`src/rtl/seq_divider_if.sv`:
```
// seq_divider_if: Start/Busy/Done handshake plus operand and result bus of seq_divider.
interface seq_divider_if #(parameter int WIDTH = 32);
    logic             Start;
    logic             Signed;
    logic [WIDTH-1:0] Dividend;
    logic [WIDTH-1:0] Divisor;
    logic             Busy;
    logic             Done;
    logic             DivZero;
    logic [WIDTH-1:0] Quotient;
    logic [WIDTH-1:0] Remainder;
    modport master (output Start, Signed, Dividend, Divisor,
                    input  Busy, Done, DivZero, Quotient, Remainder);
    modport slave  (input  Start, Signed, Dividend, Divisor,
                    output Busy, Done, DivZero, Quotient, Remainder);
endinterface

```
`src/rtl/seq_divider.sv`:
```
// seq_divider: multicycle restoring divider for MIPS DIV/DIVU, one quotient bit per clock.
module seq_divider #(
    parameter int WIDTH = 32
) (
    input logic         Clk,
    input logic         Reset,
    seq_divider_if.slave div_if
);
    localparam int CW = $clog2(WIDTH);
    typedef enum logic [1:0] {IDLE, CALC, FIX, DONE} state_t;
    state_t           state_q;
    logic [WIDTH-1:0] r_q, q_q, d_q, quo_q, rem_q;
    logic [CW-1:0]    cnt_q;
    logic             qneg_q, rneg_q, busy_q, done_q, dz_q;
    logic             a_neg_d, b_neg_d, ge_d;
    logic [WIDTH-1:0] a_abs_d, b_abs_d;
    logic [WIDTH:0]   rs_d, t_d;
    always_comb begin
        a_neg_d = div_if.Signed & div_if.Dividend[WIDTH-1];
        b_neg_d = div_if.Signed & div_if.Divisor[WIDTH-1];
        a_abs_d = a_neg_d ? -div_if.Dividend : div_if.Dividend;
        b_abs_d = b_neg_d ? -div_if.Divisor : div_if.Divisor;
        rs_d    = {r_q, q_q[WIDTH-1]};
        t_d     = rs_d - {1'b0, d_q};
        ge_d    = rs_d >= {1'b0, d_q};
    end
    always_ff @(posedge Clk or posedge Reset) begin
        if (Reset) begin
            state_q <= IDLE;
            r_q     <= '0;
            q_q     <= '0;
            d_q     <= '0;
            quo_q   <= '0;
            rem_q   <= '0;
            cnt_q   <= '0;
            qneg_q  <= 1'b0;
            rneg_q  <= 1'b0;
            busy_q  <= 1'b0;
            done_q  <= 1'b0;
            dz_q    <= 1'b0;
        end else begin
            case (state_q)
                IDLE: if (div_if.Start) begin
                    if (div_if.Divisor == '0) begin
                        quo_q   <= '1;
                        rem_q   <= div_if.Dividend;
                        dz_q    <= 1'b1;
                        done_q  <= 1'b1;
                        state_q <= DONE;
                    end else begin
                        q_q     <= a_abs_d;
                        d_q     <= b_abs_d;
                        r_q     <= '0;
                        qneg_q  <= a_neg_d ^ b_neg_d;
                        rneg_q  <= a_neg_d;
                        cnt_q   <= CW'(WIDTH - 1);
                        dz_q    <= 1'b0;
                        busy_q  <= 1'b1;
                        state_q <= CALC;
                    end
                end
                CALC: begin
                    // Restoring step: keep the shifted remainder when the trial subtract borrows
                    r_q     <= ge_d ? t_d[WIDTH-1:0] : rs_d[WIDTH-1:0];
                    q_q     <= {q_q[WIDTH-2:0], ge_d};
                    cnt_q   <= cnt_q - 1'b1;
                    state_q <= (cnt_q == '0) ? FIX : CALC;
                end
                FIX: begin
                    quo_q   <= qneg_q ? -q_q : q_q;
                    rem_q   <= rneg_q ? -r_q : r_q;
                    busy_q  <= 1'b0;
                    done_q  <= 1'b1;
                    state_q <= DONE;
                end
                DONE: begin
                    done_q  <= 1'b0;
                    state_q <= IDLE;
                end
                default: state_q <= IDLE;
            endcase
        end
    end
    assign div_if.Busy      = busy_q;
    assign div_if.Done      = done_q;
    assign div_if.DivZero   = dz_q;
    assign div_if.Quotient  = quo_q;
    assign div_if.Remainder = rem_q;
endmodule

```
`src/flat_wrapper.sv`:
```
// flat-port wrapper written by rule: the top's interface ports become plain ports
module seq_divider_flat 
#(
    parameter int WIDTH = 32
)
  (Clk, Reset, div_if_Start, div_if_Signed, div_if_Dividend, div_if_Divisor, div_if_Busy, div_if_Done, div_if_DivZero, div_if_Quotient, div_if_Remainder);
  seq_divider_if #(.WIDTH(WIDTH)) div_if_i ();
  input logic Clk;
  input logic Reset;
  input wire logic [$bits(div_if_i.Start)-1:0] div_if_Start;
  input wire logic [$bits(div_if_i.Signed)-1:0] div_if_Signed;
  input wire logic [$bits(div_if_i.Dividend)-1:0] div_if_Dividend;
  input wire logic [$bits(div_if_i.Divisor)-1:0] div_if_Divisor;
  output wire logic [$bits(div_if_i.Busy)-1:0] div_if_Busy;
  output wire logic [$bits(div_if_i.Done)-1:0] div_if_Done;
  output wire logic [$bits(div_if_i.DivZero)-1:0] div_if_DivZero;
  output wire logic [$bits(div_if_i.Quotient)-1:0] div_if_Quotient;
  output wire logic [$bits(div_if_i.Remainder)-1:0] div_if_Remainder;
  assign div_if_i.Start = div_if_Start;
  assign div_if_i.Signed = div_if_Signed;
  assign div_if_i.Dividend = div_if_Dividend;
  assign div_if_i.Divisor = div_if_Divisor;
  assign div_if_Busy = div_if_i.Busy;
  assign div_if_Done = div_if_i.Done;
  assign div_if_DivZero = div_if_i.DivZero;
  assign div_if_Quotient = div_if_i.Quotient;
  assign div_if_Remainder = div_if_i.Remainder;
  seq_divider #(.WIDTH(WIDTH)) u_core (.Clk(Clk), .Reset(Reset), .div_if(div_if_i));
endmodule
```
`config.mk`:
```
export PLATFORM = sky130hd
export DESIGN_NAME = seq_divider_flat
export DESIGN_NICKNAME = d
export VERILOG_FILES = /design/src/rtl/seq_divider_if.sv /design/src/rtl/seq_divider.sv /design/src/flat_wrapper.sv
export SDC_FILE = /design/constraint.sdc
export NUM_CORES = 1
export LEC_CHECK = 0
export ABC_AREA = 1
export BUFFER_PORTS_ARGS = -buffer_cell sky130_fd_sc_hd__buf_2
export CAP_MARGIN = 0
export CELL_PAD_IN_SITES_DETAIL_PLACEMENT = 1
export CELL_PAD_IN_SITES_GLOBAL_PLACEMENT = 1
export CORE_AREA = 2 2 191 193
export DETAILED_ROUTE_END_ITERATION = 12
export DIE_AREA = 0 0 193 195
export GPL_TIMING_DRIVEN = 0
export PLACE_DENSITY = 0.74
export SKIP_CTS_REPAIR_TIMING = 1
export SLEW_MARGIN = 10
export SYNTH_ARGS = -nofsm -noshare
export SYNTH_HDL_FRONTEND = slang
export SYNTH_SLANG_ARGS = --single-unit
```
`constraint.sdc`:
```
create_clock -name Clk -period 4.7 [get_ports Clk]
set_clock_uncertainty 0.1 [all_clocks]
set_input_delay 0.235 -clock Clk [delete_from_list [all_inputs] [get_ports Clk]]
set_output_delay 0.235 -clock Clk [all_outputs]
set_load 0.005 [all_outputs]
```
==> results of run 1 <==
report_power, final:
group,internal [W],switching (W)
clock network,0.000763,0.000641
registers,0.00214,0.000735
logic,0.00243,0.00484
worst paths after layout:
| kind | startpoint | to | slack, ns | depth (start not counted) |
|---|---|---|---|---|
| max | u_core.r_q[0]$_DFFE_PP0P_ | u_core.div_if.Remainder[30]$_DFFE_PP0P_ | 1.84 | 13 |
| min | div_if_Dividend[28] | u_core.q_q[28]$_DFFE_PP0P_ | -0.02 | 4 |
| max reg2reg | u_core.r_q[0]$_DFFE_PP0P_ | u_core.div_if.Remainder[30]$_DFFE_PP0P_ | 1.84 | 13 |
| min reg2reg | u_core.div_if.Remainder[21]$_DFFE_PP0P_ | u_core.div_if.Remainder[21]$_DFFE_PP0P_ | 0.38 | 2 |
| max in group asynchronous | Reset | u_core.d_q[8]$_DFFE_PP0P_ | 3.20 | 6 |
| min in group asynchronous | Reset | u_core.r_q[1]$_DFFE_PP0P_ | 0.29 | 3 |
cell families (layout without fill, tap and decap cells):
family          count (synthesis)  in the layout  synth area share, %
simple gates                 1289           1289                 40.1
buf+inv                       378            553                 11.2
compound gates                243            243                 9.94
flops                         172            172                 31.4
xor+xnor                       60             60                 3.83
fa+ha+maj                      38             38                 3.52
worst max-delay path, cell delays in order, from the launching register on:
cell and delay (ns):
dfrtp_1 0.47, inv_1 0.15, ha_1 0.32, nand3_1 0.23
nor2_1 0.38, inv_1 0.15, nor2_1 0.33, nand3_1 0.12
nand2_1 0.08, nand2_1 0.05, nand2_1 0.05, nand3_1 0.13
nand2_1 0.12, nand2_1 0.05
per-layer routing:
layer | track usage, % | vias to the layer above | wire [um] | share of wire (%)
li1 | - | 7215 | - | -
met1 | 45.4 | 7406 | 27700 | 49
met2 | 46.9 | 427 | 24600 | 44
met3 | 4.48 | 51 | 3280 | 5.8
met4 | 6.54 | 0 | 933 | 1.7
met5 | 0 | - | 0 | 0
registers in the layout (all words and copies together) (netlist names):
signal and cells:
u_core.d_q 32, u_core.div_if.Quotient 32, u_core.div_if.Remainder 32, u_core.q_q 32, u_core.r_q 32, u_core.cnt_q 5, u_core.state_q 2, u_core.div_if.Busy 1
u_core.div_if.DivZero 1, u_core.div_if.Done 1, u_core.qneg_q 1, u_core.rneg_q 1
metrics by stage:
| stage | cell area [um^2] | setup slack, ns | total power (W) | cells | hold WS (ns) |
|---|---|---|---|---|---|
| finish | 15700 | 1.84 | 0.0115 | 2816 | -0.0189 |
| global route | 15700 | 1.71 | 0.0126 | 2816 | 0.00769 |
| CTS | 15600 | 1.94 | 0.0115 | 2809 | -0.243 |
| detailed placement | 15100 | 1.96 | 0.0101 | 2780 | 0.249 |
| global placement | 15000 | 0.942 | 0.00980 | 2775 | 0.361 |
| floorplan | 13700 | 2.17 | 0.00760 | 2180 | 0.288 |
layout make-up:
type / instances / area share, %
Timing Repair Buffer: 146 / 5.41
Tap cell: 461 / 3.68
Buffer: 67 / 2.34
Clock buffer: 23 / 3.05
Multi-Input combinational cell: 1630 / 50.2
Sequential cell: 172 / 27.4
Clock inverter: 6 / 0.407
Inverter: 311 / 7.47
cells in the final DEF, fill, tap and decap left out, types with 5 or more instances in the layout:
cell and n:
xnor2_1 18, clkbuf_16 17, buf_2 155, nor2_2 10, nand3_1 219, buf_1 7
nor3_1 13, a31oi_1 16, a22oi_1 15, dlygate4sd3_1 7, o21ai_0 100, nand2_1 726
ha_1 37, buf_6 7, inv_1 296, and2_1 5, nand4_1 29, inv_2 13
nor2_1 239, xor2_1 42, a21oi_1 67, buf_4 6, o211ai_1 20, clkbuf_1 26
nand3_2 9, nand2_2 5, o21ai_1 11, nand3b_1 14, dfrtp_1 172
==> summary by stage, run 1 <==
Hold path
The min-delay analysis places its worst path in the category primary input to register.

Final layout
The register area is 0.00430 mm^2. Summing all multi-input logic gate instances after layout gives 0.00787 mm^2. The number of nets at the end of the flow is 2451.

Counting the fill cells in the layout gives 4857. The area added between synthesis and finish is 14.4%. In the final layout, the share of cells above drive strength 1 is 11.0%. 0 antenna diodes ended up in the layout. The final core area utilization is 44.3%.

Clock network
The cell chosen for the clock root is clkbuf_16. The number of H-tree levels is 4. The clock net in this run drives a total of 172 sinks. The clock slew at the register clock pins of the worst setup and hold paths is 0.07 ns. The number of CTS-inserted buffers is 17. At the later pin of the worst-skew pair, clock insertion delay measures 0.46 ns. The clock passes through at most 2 buffers. The CTS tree is built.

Synthesis
Yosys mapped a number of flops with a built-in enable equal to 0. The most area-hungry cell type in the Yosys netlist is dfrtp_1. After synthesis, the share of flip-flops with an asynchronous set or reset is 100%.

The share of synthesized area in the top cell type comes to 31.4%. By instance count, the leading cell after synthesis is nand2_1. The synthesized area divided by synthesized cell count is 6.29 um^2. Summing every instance area after synthesis gives 0.0137 mm^2. The most common flop cell mapped by yosys is dfrtp_1. The cell count after synthesis came out at 2180. The Yosys warning count is 0.

The number of distinct library cells after synthesis is 47. The number of register bits inferred by synthesis is 172. In the post-synthesis netlist, the biggest area contributors are dfrtp_1 31%, nand2_1 20%, inv_1 8.1%, nand3_1 8.0%, nor2_1 6.5%. The share of the yosys chip area belonging to registers is 31.4%. The net count after synthesis is 2286. After synthesis, the most frequently instantiated cells are 726 x nand2_1, 297 x inv_1, 239 x nor2_1.

Power
VDD sags by at most 0.322 mV. For this design the ratio of total power to cell area is 736 mW/mm^2. The leakage power total is 7.87 nW.

Run status
The run finished, with violations left. The final reports fail on negative hold slack.

Floorplan
The die is 193 um wide. The die height is 195 um. In this run the count of I/O pins placed on the die edge is 135.

The number of rows created at floorplan is 69. The die area is 0.0376 mm^2. The core outline area is 0.0354 mm^2.

The initial core utilization is 38.7%.

Timing
The headroom to the max-slew limit is 41.4%. For the pin with the worst max-slew slack, the measured transition is 0.878 ns. Setup repair after global routing left no endpoint under its margin.

Derived from the worst setup path, the maximum achievable clock frequency is 0.350 GHz. The final hold violation count is 3. Hold timing on the final database bottoms out at a slack of -0.0189 ns. The final critical path takes up 60.8% of the cycle. The final number of setup-violating endpoints is 0. Setup total negative slack on the finished layout was measured at 0 ns. Counting I/O delays and the setup requirement, the final critical path takes 2.86 ns. The total count of max-transition violations in the final report is 0.

Placed design
During placement, the flow inserted port buffers numbering 134. The final weighted congestion in routability-driven placement is 0.946. The half-perimeter wire length after detailed placement is 46.5 mm.

Detailed routing
After detailed routing, the total wire length is 56.5 mm. The count of antenna-violating nets left after detailed routing is 0. The total number of vias is 15.1k.

The routed length per instance is 20.1 um. In the routed design, unresolved DRC markers number 0. The first-pass iteration count of the detailed router is 6. Dividing the detail-routed via count by the number of cells gives 5.36.

The number of violations reported at the end of detailed-routing iteration 0 is 1047.

Global routing
In the global route stage, overall resource usage came out at 30.6%. The via count of the first global-routing pass is 15.2k. The global-route wire length before repair is 86.8 mm. The largest net degree at the start of global routing is 38. The initial antenna violation count came to 1. Global routing finished with a remaining overflow of 0.

Critical path
Data arrives at the worst endpoint at 3.11 ns. STA puts the critical path data required time at 4.95 ns. The critical setup path kind is register to register. Along the worst path, the maximum fanout reaches 5. The worst setup path is launched from a register. The kind of end point of the critical path is a register.

Flow run
The tool flagged a number of max-cap violations equal to 0.
Note: power is estimated with default switching activity, not from simulation.
==> inputs of run 2 (changes only) <==
Settings changed: CORE_AREA 2 2 191 193 to 2 2 182 184, DIE_AREA 0 0 193 195 to 0 0 184 186, PLACE_DENSITY 0.74 to 0.77.
Clock period 4.7 ns to 2.7 ns, I/O delays scaled along.
==> run 2 against run 1 <==
Hold slack worse by 0.031 ns. Count of clock-buffer cells in the layout fell by 3. Flip-flop and latch count unchanged. Setup slack worse by 1.7 ns. Routed wire length rose by 2.9%. Die area shrank 9.1%. Clock power grew 83%. Sequential power up 77%. The run still ends with negative hold slack left.
==> summary by stage, run 2 (synthesized netlist as in run 1, its figures left out) <==
Timing
The final hold violation count was 12 (was 3). The ratio of final minimum period to clock period is 96.1% (was 60.8%). The slew at the pin closest to its max-slew limit is 0.919 ns (was 0.878 ns). The final worst hold slack is -0.0495 ns (was -0.0189 ns). The headroom to the max-slew limit is 38.7% (was 41.4%). The total count of max-transition violations in the final report is 0 (unchanged). The fmax was 0.386 GHz (was 0.350 GHz). The post-layout worst setup margin was 0.106 ns (was 1.84 ns). The minimum clock period after layout is 2.59 ns (was 2.86 ns). The final number of setup-violating endpoints is 0 (unchanged).

Placed design
The worst slack at placement was -0.0202 ns (was 1.96 ns). The half-perimeter wire length after detailed placement came to 46.3 mm (was 46.5 mm). The final weighted congestion in routability-driven placement came to 0.960 (was 0.946). The port buffer count is 134 (unchanged). The post-placement cell count is 2727 (was 2780).

Final layout
The number of standard cells in the layout, taps in and fillers out came to 2808 (was 2816). The layout cell share with drive strength beyond 1 came to 12.8% (was 11.0%). The area added between synthesis and finish is 19.3% (was 14.4%).

The area of the multi-input gates is 0.00814 mm^2 (was 0.00787 mm^2). The register area is 0.00431 mm^2 (was 0.00430 mm^2). The final-layout fill cell count was 4403 (was 4857). The number of nets at the end of the flow was 2492 (was 2451). The most common cell after layout, fill and taps aside is nand2_1 (unchanged). The final core area utilization is 50.8% (was 44.3%). Most used cells in the layout excluding fill and tap cells: 725 x nand2_1, 292 x inv_1, 231 x nor2_1 (was 726 x nand2_1, 296 x inv_1, 239 x nor2_1).

Critical path
The critical setup path kind is register to register (unchanged). The cell family with the largest share of critical-path delay is simple AND/OR/NAND/NOR gates (unchanged). The most used cell along the critical path was nand2_1 (unchanged).

List of cells traversed by the critical path: ha_4 -> nand2_1 -> nor2_2 -> nand2_1 -> nor2_2 -> nand2_1 -> nor2_4 -> nor2_4 -> buf_12 -> nand2_8 -> buf_8 -> nand3_2 -> nand2_1 -> nand2_1 (was inv_1 -> ha_1 -> nand3_1 -> nor2_1 -> inv_1 -> nor2_1 -> nand3_1 -> nand2_1 -> nand2_1 -> nand2_1 -> nand3_1 -> nand2_1 -> nand2_1). The worst endpoint required time is 2.95 ns (was 4.95 ns). The reg-to-reg setup timing slack is 0.11 ns (was 1.84 ns). The largest driver fanout on the critical path came to 10 (was 5).

The kind of end point of the critical path is a register (unchanged). The worst path arrival time came to 2.85 ns (was 3.11 ns). The cell count of the worst reg-to-reg path is 14 (was 13). The total buffers and inverters traversed by the critical path is 2 (unchanged).

The highest-delay cell along the critical path is dfrtp_1 (unchanged). The biggest cell delay along the critical path is 0.51 ns (was 0.47 ns). The number of cells on the critical path came to 14 (was 13). The startpoint class of the critical path is a register (unchanged).

Detailed routing
The routed length per instance is 20.7 um (was 20.1 um). The first-pass iteration count of the detailed router is 5 (was 6). The number of DRC violations after detailed routing is 0 (unchanged). The total number of vias was 15.5k (was 15.1k).

The via density per instance is 5.51 (was 5.36). The count of antenna-violating nets left after detailed routing is 0 (unchanged). The number of violations reported at the end of detailed-routing iteration 0 came to 1069 (was 1047).

The aggregate routed wire length was 58.2 mm (was 56.5 mm).

Floorplan
The die area came to 0.0342 mm^2 (was 0.0376 mm^2). The top-level I/O count was 135 (unchanged). The die height is 186 um (was 195 um).

The core outline area is 0.0322 mm^2 (was 0.0354 mm^2). The width of the die is 184 um (was 193 um). The number of rows created at floorplan is 66 (was 69). The initial core utilization is 42.6% (was 38.7%).

Global routing
The via count of the first global-routing pass is 15.3k (was 15.2k). The leftover overflow at the end of global routing is 0 (unchanged). The global-route wire length before repair is 85.9 mm (was 86.8 mm). The initial antenna violation count is 0 (was 1). The largest net degree at the start of global routing is 37 (was 38). The global-route usage over all layers is 33.5% (was 30.6%).

Clock network
The clock slew at the register clock pins of the worst setup and hold paths came to 0.07 ns (about the same). The CTS tree is built (unchanged). The number of CTS-inserted buffers is 17 (unchanged).

The cell chosen for the clock root is clkbuf_16 (unchanged). The largest buffer count on any clock path was 2 (unchanged). The insertion delay to the later sink of the worst-skew pair came to 0.46 ns (about the same). The clock net sink count is 172 (unchanged).

The number of H-tree levels is 4 (unchanged).

Hold path
The path category of the worst min-delay check is primary input to register (unchanged). The cell depth of the worst hold path is 4 (unchanged).

Power
The worst voltage drop across the vdd grid is 0.590 mV (was 0.322 mV). The cell area power density is 1290 mW/mm^2 (was 736 mW/mm^2). The leakage power total is 8.06 nW (was 7.87 nW).

Run status
Violated checks: negative hold slack (unchanged). Result of the run: complete, but fails checks (unchanged).

Flow run
The number of maximum-capacitance violations is 0 (unchanged).
[run 2: changes by cell type in the layout (fill, tap and decap cells not counted), sizes merged]
cell / delta
clkinv: +3
diode: +1
bufinv: +1
dlygate4sd3: +37
clkinvlp: +2
buf: +3
clkbuf: -2
[run 2: path summary, 6_finish.rpt]
kind / startpoint / endpoint
setup / recovery: u_core.r_q[19]$_DFFE_PP0P_ / u_core.r_q[29]$_DFFE_PP0P_
hold / removal: div_if_Dividend[24] / u_core.q_q[24]$_DFFE_PP0P_
setup reg to reg: u_core.r_q[19]$_DFFE_PP0P_ / u_core.r_q[29]$_DFFE_PP0P_
hold reg to reg: u_core.d_q[26]$_DFFE_PP0P_ / u_core.d_q[26]$_DFFE_PP0P_
max in group asynchronous: Reset / u_core.div_if.Quotient[28]$_DFFE_PP0P_
min in group asynchronous: Reset / u_core.r_q[1]$_DFFE_PP0P_
[run 2: where the power goes]
part	internal (W)	total, W	switching (W)
Combinational	0.00472	0.0134	0.00871
Sequential	0.00372	0.00508	0.00136
Clock	0.00140	0.00256	0.00116
Total	0.00984	0.0211	0.0112
[run 2: metrics by stage]
stage                     area [um^2]  hold WS, ns  TNS (ns)  total power [W]
after floorplan                 13700        0.188         0           0.0132
after global placement          14900        0.338   -157.10           0.0170
after detailed placement        15000        0.124   -0.0414           0.0175
after CTS                       15600       -0.360    -0.168           0.0202
after global routing            16300      0.00528   -0.0296           0.0229
final                           16400      -0.0495         0           0.0211
[run 2: layout make-up]
class	instances	area share [%]
Multi-Input combinational cell	1630	49.8
Sequential cell	172	26.3
Timing Repair Buffer	187	7.71
Inverter	311	7.19
Tap cell	408	3.12
Clock buffer	20	2.73
Buffer	67	2.26
Clock inverter	12	0.849
Antenna cell	1	0.0153
[run 2: tightest hold or removal path, stage by stage]
cell and delay [ns]:
buf_2 0.12, nand3_1 0.08, nand3_1 0.09, nand2_1 0.04
[run 2: metal layers]
metal	part of all wire [%]	wire length (um)	vias up	GRT usage, %
li1	-	-	7310	-
met1	47	27200	7629	46.8
met2	44	25600	453	51.4
met3	6.9	4020	74	7.51
met4	2.2	1290	0	10.4
met5	0	0	-	0
